**config.mk**
```make
export PLATFORM = sky130hd
export DESIGN_NAME = ram_request_sequencer
export DESIGN_NICKNAME = d
export VERILOG_FILES = /design/src/rtl/ram_seq_pkg.sv /design/src/rtl/ram_seq_grouper.sv /design/src/rtl/ram_request_sequencer.sv
export SDC_FILE = /design/constraint.sdc
export NUM_CORES = 1
export LEC_CHECK = 0
export ABC_CLOCK_PERIOD_IN_PS = 11300
export CAP_MARGIN = 10
export CORE_MARGIN = 1.5
export CORE_UTILIZATION = 45
export DETAILED_ROUTE_END_ITERATION = 10
export GPL_TIMING_DRIVEN = 0
export PLACE_DENSITY = 0.88
export SYNTH_ARGS = -nofsm -noshare
export SYNTH_HDL_FRONTEND = slang
export SYNTH_SLANG_ARGS = --single-unit
```
**constraint.sdc**
```tcl
create_clock -name i_clk -period 11.3 [get_ports i_clk]
set_clock_uncertainty 0.05 [all_clocks]
set_input_delay 1.695 -clock i_clk [delete_from_list [all_inputs] [get_ports i_clk]]
set_output_delay 1.695 -clock i_clk [all_outputs]
set_load 0.02 [all_outputs]
```
**src/rtl/ram_seq_pkg.sv**
```systemverilog
// Shared constants for the RAM request sequencer: FSM encoding, op codes and default widths.
// Used by ram_request_sequencer and ram_seq_grouper.
package ram_seq_pkg;

    localparam int WIDTH_DEF  = 32;
    localparam int ADDR_W_DEF = 3;

    localparam logic [1:0] ST_IDLE    = 2'd0;
    localparam logic [1:0] ST_ISSUE   = 2'd1;
    localparam logic [1:0] ST_CAPTURE = 2'd2;
    localparam logic [1:0] ST_RESP    = 2'd3;

    localparam logic OP_RD = 1'b0;
    localparam logic OP_WR = 1'b1;

endpackage

```
**src/rtl/ram_seq_grouper.sv**
```systemverilog
// Combinational group selection: decides which holding slots go to the RAM together in the next
// cycle, and with which op.
module ram_seq_grouper
    import ram_seq_pkg::*;
#(
    parameter int ADDR_W = ADDR_W_DEF
) (
    input  logic [1:0]        i_full,
    input  logic              i_op0,
    input  logic              i_op1,
    input  logic [ADDR_W-1:0] i_addr0,
    input  logic [ADDR_W-1:0] i_addr1,
    input  logic              i_rr,
    output logic              o_issue0,
    output logic              o_issue1,
    output logic              o_op
);

    // Pair same-op requests unless they are writes to one address; same-address writes go slot0 first.
    always_comb begin
        o_issue0 = 1'b0;
        o_issue1 = 1'b0;
        o_op     = OP_RD;
        if (i_full == 2'b11) begin
            if ((i_op0 == i_op1) && ((i_addr0 != i_addr1) || (i_op0 == OP_RD))) begin
                o_issue0 = 1'b1;
                o_issue1 = 1'b1;
                o_op     = i_op0;
            end else if ((i_op0 == OP_WR) && (i_op1 == OP_WR)) begin
                o_issue0 = 1'b1;
                o_op     = i_op0;
            end else if (i_rr) begin
                o_issue1 = 1'b1;
                o_op     = i_op1;
            end else begin
                o_issue0 = 1'b1;
                o_op     = i_op0;
            end
        end else if (i_full[0]) begin
            o_issue0 = 1'b1;
            o_op     = i_op0;
        end else if (i_full[1]) begin
            o_issue1 = 1'b1;
            o_op     = i_op1;
        end else begin
            o_op     = OP_RD;
        end
    end

endmodule

```
**src/rtl/ram_request_sequencer.sv**
```systemverilog
// Two-client request sequencer in front of the 8-entry dual-port RAM controller.
// Optional feature macro: RAM_SEQ_WRITE_ACK_EN (writes also return a response carrying the written data).
module ram_request_sequencer
    import ram_seq_pkg::*;
#(
    parameter int WIDTH  = WIDTH_DEF,
    parameter int ADDR_W = ADDR_W_DEF
) (
    input  logic              i_clk,
    input  logic              i_rst,
    input  logic              i_req0_valid,
    output logic              o_req0_ready,
    input  logic              i_req0_wr,
    input  logic [ADDR_W-1:0] i_req0_addr,
    input  logic [WIDTH-1:0]  i_req0_wdata,
    input  logic              i_req1_valid,
    output logic              o_req1_ready,
    input  logic              i_req1_wr,
    input  logic [ADDR_W-1:0] i_req1_addr,
    input  logic [WIDTH-1:0]  i_req1_wdata,
    output logic              o_rsp0_valid,
    input  logic              i_rsp0_ready,
    output logic [WIDTH-1:0]  o_rsp0_data,
    output logic              o_rsp1_valid,
    input  logic              i_rsp1_ready,
    output logic [WIDTH-1:0]  o_rsp1_data,
    output logic              o_ram_wr,
    output logic [ADDR_W-1:0] o_ram_addr0,
    output logic [ADDR_W-1:0] o_ram_addr1,
    output logic [WIDTH-1:0]  o_ram_w_in0,
    output logic [WIDTH-1:0]  o_ram_w_in1,
    input  logic [WIDTH-1:0]  i_ram_r_out0,
    input  logic [WIDTH-1:0]  i_ram_r_out1
);

    logic [1:0]              r_state;
    logic [1:0]              r_full;
    logic [1:0]              r_op;
    logic [1:0][ADDR_W-1:0]  r_addr;
    logic [1:0][WIDTH-1:0]   r_wdata;
    logic [1:0]              r_iss;
    logic                    r_grp_op;
    logic                    r_rr;
    logic [1:0]              r_rsp_valid;
    logic [WIDTH-1:0]        r_rsp_data0;
    logic [WIDTH-1:0]        r_rsp_data1;
    logic                    r_ram_wr;
    logic [ADDR_W-1:0]       r_ram_addr0;
    logic [ADDR_W-1:0]       r_ram_addr1;
    logic [WIDTH-1:0]        r_ram_w_in0;
    logic [WIDTH-1:0]        r_ram_w_in1;

    logic [1:0]              w_accept;
    logic [1:0]              w_release;
    logic [1:0]              w_rsp_take;
    logic [1:0]              w_rsp_left;
    logic                    w_iss0;
    logic                    w_iss1;
    logic                    w_op;

    assign w_accept   = {i_req1_valid, i_req0_valid} & ~r_full;
    assign w_rsp_take = r_rsp_valid & {i_rsp1_ready, i_rsp0_ready};
    assign w_rsp_left = r_rsp_valid & ~w_rsp_take;

    assign o_req0_ready = ~r_full[0];
    assign o_req1_ready = ~r_full[1];
    assign o_rsp0_valid = r_rsp_valid[0];
    assign o_rsp1_valid = r_rsp_valid[1];
    assign o_rsp0_data  = r_rsp_data0;
    assign o_rsp1_data  = r_rsp_data1;
    assign o_ram_wr     = r_ram_wr;
    assign o_ram_addr0  = r_ram_addr0;
    assign o_ram_addr1  = r_ram_addr1;
    assign o_ram_w_in0  = r_ram_w_in0;
    assign o_ram_w_in1  = r_ram_w_in1;

    ram_seq_grouper #(.ADDR_W(ADDR_W)) u_grouper (
        .i_full   (r_full),
        .i_op0    (r_op[0]),
        .i_op1    (r_op[1]),
        .i_addr0  (r_addr[0]),
        .i_addr1  (r_addr[1]),
        .i_rr     (r_rr),
        .o_issue0 (w_iss0),
        .o_issue1 (w_iss1),
        .o_op     (w_op)
    );

    // Slot release points: writes free their slot at the RAM edge unless they must be acknowledged.
    always_comb begin
        w_release = 2'b00;
        case (r_state)
            ST_ISSUE: begin
`ifdef RAM_SEQ_WRITE_ACK_EN
                w_release = 2'b00;
`else
                if (r_grp_op == OP_WR) begin
                    w_release = r_iss;
                end else begin
                    w_release = 2'b00;
                end
`endif
            end
            ST_RESP: w_release = w_rsp_take;
            default: w_release = 2'b00;
        endcase
    end

    // Holding slots: refilled only while empty, cleared on release.
    always_ff @(posedge i_clk or posedge i_rst) begin
        if (i_rst) begin
            r_full  <= 2'b00;
            r_op    <= 2'b00;
            r_addr  <= '0;
            r_wdata <= '0;
        end else begin
            for (int k = 0; k < 2; k++) begin
                if (w_release[k]) begin
                    r_full[k] <= 1'b0;
                end else if (w_accept[k]) begin
                    r_full[k]  <= 1'b1;
                    r_op[k]    <= (k == 0) ? i_req0_wr    : i_req1_wr;
                    r_addr[k]  <= (k == 0) ? i_req0_addr  : i_req1_addr;
                    r_wdata[k] <= (k == 0) ? i_req0_wdata : i_req1_wdata;
                end
            end
        end
    end

    // Sequencing FSM and registered RAM-side / response-side outputs.
    always_ff @(posedge i_clk or posedge i_rst) begin
        if (i_rst) begin
            r_state     <= ST_IDLE;
            r_iss       <= 2'b00;
            r_grp_op    <= OP_RD;
            r_rr        <= 1'b0;
            r_rsp_valid <= 2'b00;
            r_rsp_data0 <= '0;
            r_rsp_data1 <= '0;
            r_ram_wr    <= 1'b0;
            r_ram_addr0 <= '0;
            r_ram_addr1 <= '0;
            r_ram_w_in0 <= '0;
            r_ram_w_in1 <= '0;
        end else begin
            case (r_state)
                ST_IDLE: begin
                    if (|r_full) begin
                        r_iss    <= {w_iss1, w_iss0};
                        r_grp_op <= w_op;
                        r_ram_wr <= w_op;
                        r_state  <= ST_ISSUE;
                        if (w_iss0 ^ w_iss1) begin
                            r_rr <= ~r_rr;
                        end
                        // Single writes drive both ports identically; single reads park the idle port at 0.
                        if (w_iss0 && w_iss1) begin
                            r_ram_addr0 <= r_addr[0];
                            r_ram_addr1 <= r_addr[1];
                            r_ram_w_in0 <= (w_op == OP_WR) ? r_wdata[0] : '0;
                            r_ram_w_in1 <= (w_op == OP_WR) ? r_wdata[1] : '0;
                        end else if (w_iss0) begin
                            r_ram_addr0 <= r_addr[0];
                            r_ram_addr1 <= (w_op == OP_WR) ? r_addr[0] : '0;
                            r_ram_w_in0 <= (w_op == OP_WR) ? r_wdata[0] : '0;
                            r_ram_w_in1 <= (w_op == OP_WR) ? r_wdata[0] : '0;
                        end else begin
                            r_ram_addr0 <= (w_op == OP_WR) ? r_addr[1] : '0;
                            r_ram_addr1 <= r_addr[1];
                            r_ram_w_in0 <= (w_op == OP_WR) ? r_wdata[1] : '0;
                            r_ram_w_in1 <= (w_op == OP_WR) ? r_wdata[1] : '0;
                        end
                    end else begin
                        r_state <= ST_IDLE;
                    end
                end
                ST_ISSUE: begin
                    r_ram_wr <= 1'b0;
                    if (r_grp_op == OP_WR) begin
                        r_ram_addr0 <= '0;
                        r_ram_addr1 <= '0;
                        r_ram_w_in0 <= '0;
                        r_ram_w_in1 <= '0;
`ifdef RAM_SEQ_WRITE_ACK_EN
                        r_rsp_valid <= r_iss;
                        if (r_iss[0]) begin
                            r_rsp_data0 <= r_wdata[0];
                        end
                        if (r_iss[1]) begin
                            r_rsp_data1 <= r_wdata[1];
                        end
                        r_state <= ST_RESP;
`else
                        r_state <= ST_IDLE;
`endif
                    end else begin
                        r_state <= ST_CAPTURE;
                    end
                end
                ST_CAPTURE: begin
                    r_ram_addr0 <= '0;
                    r_ram_addr1 <= '0;
                    if (r_iss[0]) begin
                        r_rsp_data0 <= i_ram_r_out0;
                    end
                    if (r_iss[1]) begin
                        r_rsp_data1 <= i_ram_r_out1;
                    end
                    r_rsp_valid <= r_iss;
                    r_state     <= ST_RESP;
                end
                ST_RESP: begin
                    r_rsp_valid <= w_rsp_left;
                    if (w_rsp_left == 2'b00) begin
                        r_state <= ST_IDLE;
                    end else begin
                        r_state <= ST_RESP;
                    end
                end
                default: begin
                    r_state <= ST_IDLE;
                end
            endcase
        end
    end

endmodule

```
==> flow_summary.toml <==
[synth]
syn_avg_cell_area_sq_um = 13.27
synth_top_area_frac = 0.6017
yosys_warnings = 0
synth_async_sr_flop_share = 1.000
synth_top_family_by_area = "multiplexers"
synth-edff-count = 0
ys_ff_latch = 217
synthMuxAreaShare = 0.2418
synth_ff_type = "dfrtp_1"
synth_largest_area_cell = "dfrtp_1"
netlist_area_sq_um = 9025
yosysSeqAreaShare = 0.6017
yosys.area_share.simple = 0.05435
synth_fa_ha_area_frac = 0.009705
yosys.cell_types.count = 32
yosys.area_share.xor_xnor = 0.003882
syn-instance-count = 680
synth.area.top_cells = "dfrtp_1, mux2_2, mux2i_1"
syn_nets = 829
synth_compound_area_frac = 0.06128

[job]
cap_violations = 0

[routing]
dr.first_iter.drc_count = 158
drt-vias-per-instance = 5.189
post_drt_wl_per_cell_microns = 19.31
drtAntennaViolNets = 0
wirelength_microns = 24450
drtPass1Iterations = 4
via_count = 6569
drcViolationCount = 0

[grt]
grt-ovfl-total = 0
grt_max_degree = 127
grt_pass1_vias = 6818
grt_antenna_before_repair = 1
grt_pass1_wl_microns = 36670
grt_usage = 0.2296

[layout]
area_growth_pct = 43.42
final_common_cell = "clkdlybuf4s50_1"
design_area_sq_um = 12940
most-common-layout-cells = "clkdlybuf4s50_1, dfrtp_1, mux2_2, nand2_1, mux2i_1"
final_cells = 1266
final_layout_size_suffix_gt1_frac = 0.1940
fin_nets = 1135
n_fill_cell = 1466

[placement]
hpwl_microns = 17660
gp_congestion = 0.8058
dpl.cell_count = 1226
io_buffers = 280
placed_area_sq_um = 12190

[sta]
fin_crit_ns = 3.593
rsz0062_at_grt = "no"
max_freq_mhz = 278.3
max_slew.worst_pin.slew_ns = 0.6575
relSlewSlack = 0.5617
min_period_over_period = 0.3179
setup_viol = 0
slew_viol_final = 0
final.setup.tns_ns = 0
finalHoldViolations = 0

[setup_path]
r2r-start = "r_addr[4]"
cp.required_ns = 9.56
max_stage_delay_ns = 0.66
crit_chain = "buf_2, inv_1, clkdlybuf4s50_1"
endpoint = "o_req0_ready"
crit_path_end_kind = "output pin"
rr_worst_depth = 9
startpoint = "r_full[0]"
reg2reg_slack_ns = 8.60
crit_slowest_cell = "clkdlybuf4s50_1"
critical_path_class = "reg -> out"
timing.rr.end = "o_ram_addr0[2]"
critPathArrivalTime_ns = 1.85
critPathLaunchType = "flip-flop"
crit_fanout = 9

[clocking]
clkTransAtPathRegs_ns = 0.06
clockRootBuffer = "clkbuf_16"
htreeDepth = 1
insertion_delay_ns = 0.50
cts_resized = 0
cts_setup_buffers = 0
cts_buffer_depth = 3
cts_hold_buf = 0
clock_sinks = 217
numCtsBuffers = 23
cts_tree = "yes"

[run_status]
outcome = "finished, final reports clean"

[floorplanning]
ioPinCount = 281
initial_core_util = 0.4607
num_rows = 51
die-area_sq_um = 20910
design.core.area_sq_um = 19590
die_y_microns = 144.6
dieWidth_microns = 144.6

[hold_path]
min_path_type = "reg -> reg"

[pwr]
ir_drop_v = 0.0001935
power.total_mw = 4.263
power_leakage_nw = 5.826
power_density_nw_per_um2 = 329.3
==> worst min path at each step <==
stage	end	startpoint	cells after the start	slack, ns
final	o_ram_w_in0[0]	o_ram_w_in0[0]	2	0.43
after global routing	o_ram_w_in1[0]	o_ram_w_in1[0]	2	0.45
after CTS	o_ram_w_in0[26]	o_ram_w_in0[26]	2	0.43
after detailed placement	o_ram_w_in0[26]	o_ram_w_in0[26]	2	0.42
after global placement	o_ram_w_in1[11]	o_ram_w_in1[11]	2	0.41
after floorplan	r_grp_op	r_grp_op	2	0.41
==> per-layer routing <==
| metal | wire, microns | up-vias | global-route usage |
|---|---|---|---|
| li1 | - | 2994 | - |
| met3 | 2352 | 50 | 0.07053 |
| met2 | 11930 | 272 | 0.3964 |
| met4 | 656 | 0 | 0.06752 |
| met1 | 9508 | 3253 | 0.2762 |
| met5 | 0 | - | 0 |
==> cells by family (layout without fill, tap and decap cells) <==
group | count (synthesis) | count (layout)
flip-flops | 217 | 217
multiplexers | 201 | 201
AND/OR/NAND/NOR | 112 | 112
AO/OA/AOI/OAI | 91 | 91
buffers and inverters | 48 | 368
adder cells (fa/ha/maj) | 7 | 7
XOR/XNOR | 4 | 4
other | 0 | 1
==> synthesized netlist by cell type (9+ instances only) <==
library cell	count
and2_1	9
buf_2	11
clkbuf_1	14
dfrtp_1	217
inv_1	10
mux2_2	136
mux2i_1	65
nand2_1	75
nor2_1	11
o21ai_0	54
o21ai_1	12
==> state kept, by name, summed over array words and instances, names as in the netlist <==
register     count
r_op             2
r_rsp_valid      2
r_rr             1
o_rsp1_data     32
r_addr           6
o_ram_addr0      3
r_state          2
o_ram_w_in0     32
r_wdata         64
o_ram_w_in1     32
o_ram_wr         1
r_iss            2
o_rsp0_data     32
o_ram_addr1      3
r_full           2
r_grp_op         1
==> metrics by stage <==
stage | utilization | hold slack, ns | setup slack, ns
floorplan | - | 0.4109 | 3.619
global placement | 0.6207 | 0.4116 | 0.8625
detailed placement | 0.6225 | 0.4196 | 7.535
CTS | 0.6606 | 0.4328 | 7.693
global route | 0.6607 | 0.4486 | 7.628
finish | 0.6607 | 0.4310 | 7.707
==> power breakdown <==
| group | internal [mW] | switching [mW] |
|---|---|---|
| Clock | 0.451 | 0.297 |
| Combinational | 1.05 | 1.08 |
| Sequential | 1.15 | 0.240 |
| Total | 2.64 | 1.62 |
==> worst max-delay path, delay by kind of cell, from the launching register on <==
| family | cells | cell delay, ns |
|---|---|---|
| buffers and inverters | 3 | 1.00 |
| DFF | 1 | 0.36 |
==> area by class of cell <==
cell class	count	area, sq um	area share
flip-flops and latches	217	5430	0.4195
multi-input cells	415	3348	0.2587
repair buffers	281	2830	0.2187
clock buffers	33	663.1	0.05123
well taps	265	331.6	0.02562
plain buffers	38	209.0	0.01614
clock inverters	6	83.83	0.006477
inverters	10	45.04	0.003480
diodes	1	2.502	0.0001933
Note: power is estimated with default switching activity, not from simulation.
